File: src/rtl/imm_decode_stage.sv
// Decode-stage front end: classifies the RV32 opcode into an immediate-format select and
// holds instruction/PC/select in a main register plus one skid entry. Optional: IMM_DECODE_ILLEGAL_EN.
module imm_decode_stage #(
  parameter int XLEN = 32
) (
  input  logic            CLK,
  input  logic            RESET,
  input  logic            IN_VALID,
  output logic            IN_READY,
  input  logic [XLEN-1:0] IN_INSTRUCTION,
  input  logic [XLEN-1:0] IN_PC,
  input  logic            FLUSH,
  output logic            OUT_VALID,
  input  logic            OUT_READY,
  output logic [XLEN-1:0] OUT_INSTRUCTION,
  output logic [XLEN-1:0] OUT_PC,
  output logic [2:0]      OUT_IMM_SELECT,
  output logic            OUT_ILLEGAL,
  output logic [15:0]     ILLEGAL_COUNT
);

  typedef struct packed {
    logic [XLEN-1:0] instr;
    logic [XLEN-1:0] pc;
    logic [2:0]      sel;
  } entry_t;

  typedef enum logic [1:0] {EMPTY, ONE, FULL} state_t;

  state_t state_q, state_d;
  entry_t main_q, skid_q, in_ent;
  logic   in_ready_q, out_valid_q;
  logic   in_xfer, out_xfer;
  logic   ld_main_in, ld_main_skid, ld_skid;
  logic [2:0] in_sel;
`ifdef IMM_DECODE_ILLEGAL_EN
  logic        in_bad, main_bad_q, skid_bad_q;
  logic [15:0] cnt_q;
`endif

  always_comb begin
    in_sel = 3'b111;
`ifdef IMM_DECODE_ILLEGAL_EN
    in_bad = 1'b0;
`endif
    case (IN_INSTRUCTION[6:0])
      7'b0110111, 7'b0010111:                       in_sel = 3'b000;
      7'b1101111:                                   in_sel = 3'b001;
      7'b1100111, 7'b0000011, 7'b0010011, 7'b1110011: in_sel = 3'b010;
      7'b1100011:                                   in_sel = 3'b011;
      7'b0100011:                                   in_sel = 3'b100;
      7'b0110011, 7'b0001111:                       in_sel = 3'b111;
      default: begin
`ifdef IMM_DECODE_ILLEGAL_EN
        in_bad = 1'b1;
`endif
      end
    endcase
  end

  assign in_ent   = '{instr: IN_INSTRUCTION, pc: IN_PC, sel: in_sel};
  assign in_xfer  = IN_VALID && in_ready_q;
  assign out_xfer = out_valid_q && OUT_READY;

  always_comb begin
    state_d      = state_q;
    ld_main_in   = 1'b0;
    ld_main_skid = 1'b0;
    ld_skid      = 1'b0;
    case (state_q)
      EMPTY: if (in_xfer) begin state_d = ONE; ld_main_in = 1'b1; end
      ONE: begin
        if (in_xfer && out_xfer) ld_main_in = 1'b1;
        else if (in_xfer) begin state_d = FULL; ld_skid = 1'b1; end
        else if (out_xfer) state_d = EMPTY;
      end
      FULL: if (out_xfer) begin state_d = ONE; ld_main_skid = 1'b1; end
      default: state_d = EMPTY;
    endcase
    // A same-cycle output still completes; only the held/incoming entries are dropped.
    if (FLUSH) begin
      state_d      = EMPTY;
      ld_main_in   = 1'b0;
      ld_main_skid = 1'b0;
      ld_skid      = 1'b0;
    end
  end

  always_ff @(posedge CLK) begin
    if (RESET) begin
      state_q     <= EMPTY;
      in_ready_q  <= 1'b1;
      out_valid_q <= 1'b0;
      main_q      <= '{instr: '0, pc: '0, sel: 3'b111};
      skid_q      <= '{instr: '0, pc: '0, sel: 3'b111};
    end else begin
      state_q     <= state_d;
      in_ready_q  <= (state_d != FULL);
      out_valid_q <= (state_d != EMPTY);
      if (ld_main_in)        main_q <= in_ent;
      else if (ld_main_skid) main_q <= skid_q;
      if (ld_skid)           skid_q <= in_ent;
    end
  end

`ifdef IMM_DECODE_ILLEGAL_EN
  // Counted at acceptance, so a later flush does not undo the count.
  always_ff @(posedge CLK) begin
    if (RESET) begin
      main_bad_q <= 1'b0;
      skid_bad_q <= 1'b0;
      cnt_q      <= '0;
    end else begin
      if (ld_main_in)        main_bad_q <= in_bad;
      else if (ld_main_skid) main_bad_q <= skid_bad_q;
      if (ld_skid)           skid_bad_q <= in_bad;
      if (in_xfer && in_bad && cnt_q != 16'hFFFF) cnt_q <= cnt_q + 16'd1;
    end
  end
  assign OUT_ILLEGAL   = main_bad_q;
  assign ILLEGAL_COUNT = cnt_q;
`else
  assign OUT_ILLEGAL   = 1'b0;
  assign ILLEGAL_COUNT = 16'd0;
`endif

  assign IN_READY        = in_ready_q;
  assign OUT_VALID       = out_valid_q;
  assign OUT_INSTRUCTION = main_q.instr;
  assign OUT_PC          = main_q.pc;
  assign OUT_IMM_SELECT  = main_q.sel;

endmodule
File: config.mk
export PLATFORM = sky130hd
export DESIGN_NAME = imm_decode_stage
export DESIGN_NICKNAME = d
export VERILOG_FILES = /design/src/rtl/imm_decode_stage.sv
export SDC_FILE = /design/constraint.sdc
export NUM_CORES = 1
export LEC_CHECK = 0
export ABC_AREA = 0
export CORE_UTILIZATION = 52
export DETAILED_ROUTE_END_ITERATION = 16
export GPL_TIMING_DRIVEN = 1
export HOLD_SLACK_MARGIN = 0.08
export PLACE_DENSITY = 0.82
export SYNTH_ARGS = -nofsm -noshare
export SYNTH_HDL_FRONTEND = slang
export SYNTH_SLANG_ARGS = --single-unit
File: constraint.sdc
create_clock -name CLK -period 4.7 [get_ports CLK]
set_clock_uncertainty 0.05 [all_clocks]
set_input_delay 1.41 -clock CLK [delete_from_list [all_inputs] [get_ports CLK]]
set_output_delay 1.41 -clock CLK [all_outputs]
set_load 0.005 [all_outputs]
* Word-level counts from Yosys, hierarchy flattened *
Cells that the tools add are included.

word-level totals
  register bits = 138
  input bits = 69
  output and inout port bits = 86
  logic and storage cells = 49

operators by class
  equality and inequality tests = 12
  mux-type cells = 20
  reduce and logical (&&, ||, !) cells = 8

operator list
  kind                  number
  $mux W67              2
  $eq A7 B7 Y1 const B  4
  $pmux W3 S5           1
  $eq A7 B5 Y1 const B  2
  $eq A7 B6 Y1 const B  2
  $mux W2               6
  $mux W1               9
  $eq A7 B2 Y1 const B  1
  $pmux W2 S3           1
  $reduce_bool A2 Y1    2
  $reduce_or A4 Y1      1
  $logic_and A1 B1 Y1   3
  $eq A2 B1 Y1 const B  1
  $eq A2 B2 Y1 const B  1
  $logic_not A2 Y1      1
  $ne A2 B2 Y1 const B  1
  $pmux W1 S2           1
  $reduce_or A2 Y1      1

* Logic depth before layout (Yosys ltp) *
  depth in word-level cells = 7
  mapped depth = 7
  mapped depth without buffers = 4

* Worst setup path after synthesis *
Ideal clock, no wire load.

  path kind = input to register
  start = in OUT_READY
  end = reg main_q (netlist bit OUT_PC[10])
  arrival time = 2,483 ps
  data required time = 4,504 ps
  setup slack = 2,021 ps
  stages = 6
  cell sequence = nand2_1 nor4b_4 buf_6 buf_6 mux2i_1 a211oi_2

on the way
  word-level cells in the longest chain between the ends = 6
  elaborated cells on any way between the ends = 10

ends and longest elaborated chain
  item                                            line  text
  start, declared                                 14    input logic OUT_READY,
  $logic_and A1 B1 Y1 *                           63    assign out_xfer = out_valid_q && OUT_READY;
  $logic_and A1 B1 Y1                             73    if (in_xfer && out_xfer) ld_main_in = 1'b1;
  $mux W1                                         73
  $pmux W1 S2                                     70    case (state_q)
  $mux W1                                         81    if (FLUSH) begin
  $mux W67 or $reduce_bool A2 Y1 (tied branches)  --
  end signal, assigned                            94    main_q <= '{instr: '0, pc: '0, sel: 3'b111};
  end signal, assigned                            100   if (ld_main_in) main_q <= in_ent;
  end signal, assigned                            101   else if (ld_main_skid) main_q <= skid_q;
  end, declared                                   31    entry_t main_q, skid_q, in_ent;

Every way passes the cells marked *; elsewhere a longest branch is shown, timed or not.
A chain may end at the register's enable or synchronous reset.

* Worst setup path in the final report *
  start = in FLUSH
  end = reg main_q (netlist bit OUT_INSTRUCTION[12])

on the way
  word-level cells in the longest chain between the ends = 2
  elaborated cells on any way between the ends = 4

ends and longest elaborated chain
  item                                            line  text
  start, declared                                 12    input logic FLUSH,
  $mux W1                                         81
  $mux W67 or $reduce_bool A2 Y1 (tied branches)  --

Several ways; a longest one is shown, not always the timed one.

==> reports/results.tsv <==
metric	value	unit
cts_setup_buffers	0	
highest_layer	met4	
pwr-share-clk	44.5	%
switching_power	0.687	mW
yosysUniqueCellTypes	39	
seq_area	0.00276	mm2
worstSetupStartpoint	FLUSH	
fin_crit	3130	ps
pre_cts_slack	1050	ps
ys_seq_area_share	47.4	%
setup_ws	1570	ps
wl_per_cell	15.5	um
num_rows	38	
p_leak	2.58	nW
end_kind	flip-flop	
drt_first_pass_iters	4	
final_common_cell	dfxtp_1	
drc	0	
ys_seq_elements	138	
min_period_over_period	66.7	%
root_buffer	clkbuf_8	
cts.path.max_buffers	2	
holdWs	402	ps
dieArea	0.0116	mm2
max-slew-margin-rel	39.1	%
gr-total-overflow	0	
dp_hpwl	8830	um
switching_share	24.1	%
pin_count	155	
antenna_found_initial	0	
ant_nets	0	
fmax	319	MHz
synth_edf_count	0	
combPwrFrac	11.5	%
cp.arrival	3490	ps
cp_slowest_stage_delay	560	ps
cap_viol_max_count	0	
slew_viol_final	0	
outcome	finished clean	
route.met2.wl	7310	um
final_cell_mix	138 x dfxtp_1, 136 x clkdlybuf4s50_1, 132 x nand2_1, 70 x nor2_1	
cp_slowest_cell	clkdlybuf4s50_1	
htreeDepth	4	
final-hold-violation-count	0	
fin_nets	830	
clk_pin_slew	60	ps
cts_buffers	17	
first_global_vias	4989	
m1WireLength	5990	um
start_util	53.6	%
worstMarginPinSlew	913	ps
min_from	skid_q[7]$_SDFFE_PP0P_	
dpl_cell_area	0.00713	mm2
rsz0062_at_grt	false	
fillers	820	
final_area	0.00769	mm2
grt_max_degree	86	
routabilityCongestion	0.759	
timing.rr.start	state_q[0]$_SDFF_PP0_	
setup_viol	0	
syn_to_final_growth	31.8	%
hp-class	reg -> reg	
yosysWarnings	0	
power_density	371	mW/mm2
setup_tns	0	ps
max-vdd-ir-drop	0.196	mV
drive_above_1_share	8.27	%
fp.dieW	108	um
clk-insertion-delay-late	500	ps
routed_wirelength	14200	um
core_region_area	0.0109	mm2
routed_via_density	5.42	
track_usage	25.0	%
synth_area	0.00583	mm2
cts_resized	0	
critPathKind	in -> reg	
cp.required	5060	ps
port_buffers	137	
grt_pass1_wl	22900	um
path_cells	clkdlybuf4s50_1 -> and4bb_1 -> nand2b_4 -> buf_4 -> nor2_1 -> a211oi_1	
clock-sinks	138	
ys_dominant_reg_cell	dfxtp_1	
cts_tree	done	
crit_path_start_kind	primary input	
p_total	2.85	mW
drtIter0Drc	278	
die_h	108	um
route.met3.wl	630	um
synthArstFlopShare	0	%
p_int	2.16	mW
routed-via-count	4953	
syn_inst	652	
holdBufCountCts	0	
avgSynthCellArea	8.95	um2
cp_max_fo	65	
multi_input_comb_area	0.00272	mm2
pwr-share-seq	44.0	%
insertedDiodeCount	0	
-- state kept, by name (all words and copies together), names as in the netlist --
name,count
IN_READY,1
skid_q,67
OUT_IMM_SELECT,3
state_q,2
OUT_VALID,1
OUT_INSTRUCTION,32
OUT_PC,32
-- logic make-up (layout without fill, tap and decap cells) --
logic type | after synthesis | after routing | synth area share, %
XOR/XNOR | 2 | 2 | 0.300
other | 1 | 17 | 0.0643
AO/OA/AOI/OAI | 148 | 148 | 17.9
AND/OR/NAND/NOR | 223 | 223 | 15.8
multiplexers | 66 | 66 | 11.3
buffers and inverters | 74 | 180 | 7.27
flip-flops | 138 | 138 | 47.4
-- worst paths after layout --
path         slack (ps)  cells past startpoint                                to
max                1570                      6  OUT_INSTRUCTION[12]$_SDFFE_PP0P_
min reg2reg         400                      2            skid_q[7]$_SDFFE_PP0P_
max reg2reg        2410                      5  OUT_INSTRUCTION[12]$_SDFFE_PP0P_
min                 400                      2            skid_q[7]$_SDFFE_PP0P_
-- synth_stat cells (4+ instances only) --
master	instances	area (um2)
mux2i_1	66	661
a211oi_2	20	250
dfxtp_1	138	2760
nand2_1	133	499
nor2_1	70	263
clkbuf_1	19	71.3
buf_2	27	135
a21oi_1	66	330
buf_4	22	165
buf_6	4	45.0
a211oi_1	44	330
-- worst max-delay path: cells and delay by family --
kind | cells | cell delay (ps)
compound gates | 1 | 240
simple gates | 3 | 870
buf+inv | 2 | 930
-- stage by stage --
step / cells / util (%)
detailed placement: 882 / 65.4
global route: 914 / 70.6
global placement: 882 / 65.4
floorplan: 668 / -
CTS: 914 / 70.6
finish: 914 / 70.6
-- metal layers --
metal	up-vias	global-route usage [%]
met5	-	0
met1	2389	28.8
met3	16	5.81
met2	132	44.5
met4	0	9.98
li1	2416	-
-- power groups by stage --
stage | clock [mW] | sequential [mW] | combinational (mW)
after detailed placement | 0 | 1.28 | 0.326
after global placement | 0 | 1.28 | 0.316
final | 1.27 | 1.26 | 0.328
after global routing | 1.34 | 1.26 | 0.356
after floorplan | 0 | 1.28 | 0.154
after CTS | 1.28 | 1.26 | 0.329
-- final cells by class --
class / instances / share of cell area [%]
multi-input combinational: 456 / 35.4
clock inverter: 13 / 1.87
inverter: 2 / 0.0976
timing repair buffer: 146 / 19.0
tap: 140 / 2.28
sequential: 138 / 35.9
clock buffer: 19 / 5.48
Note: power is estimated with default switching activity, not from simulation.
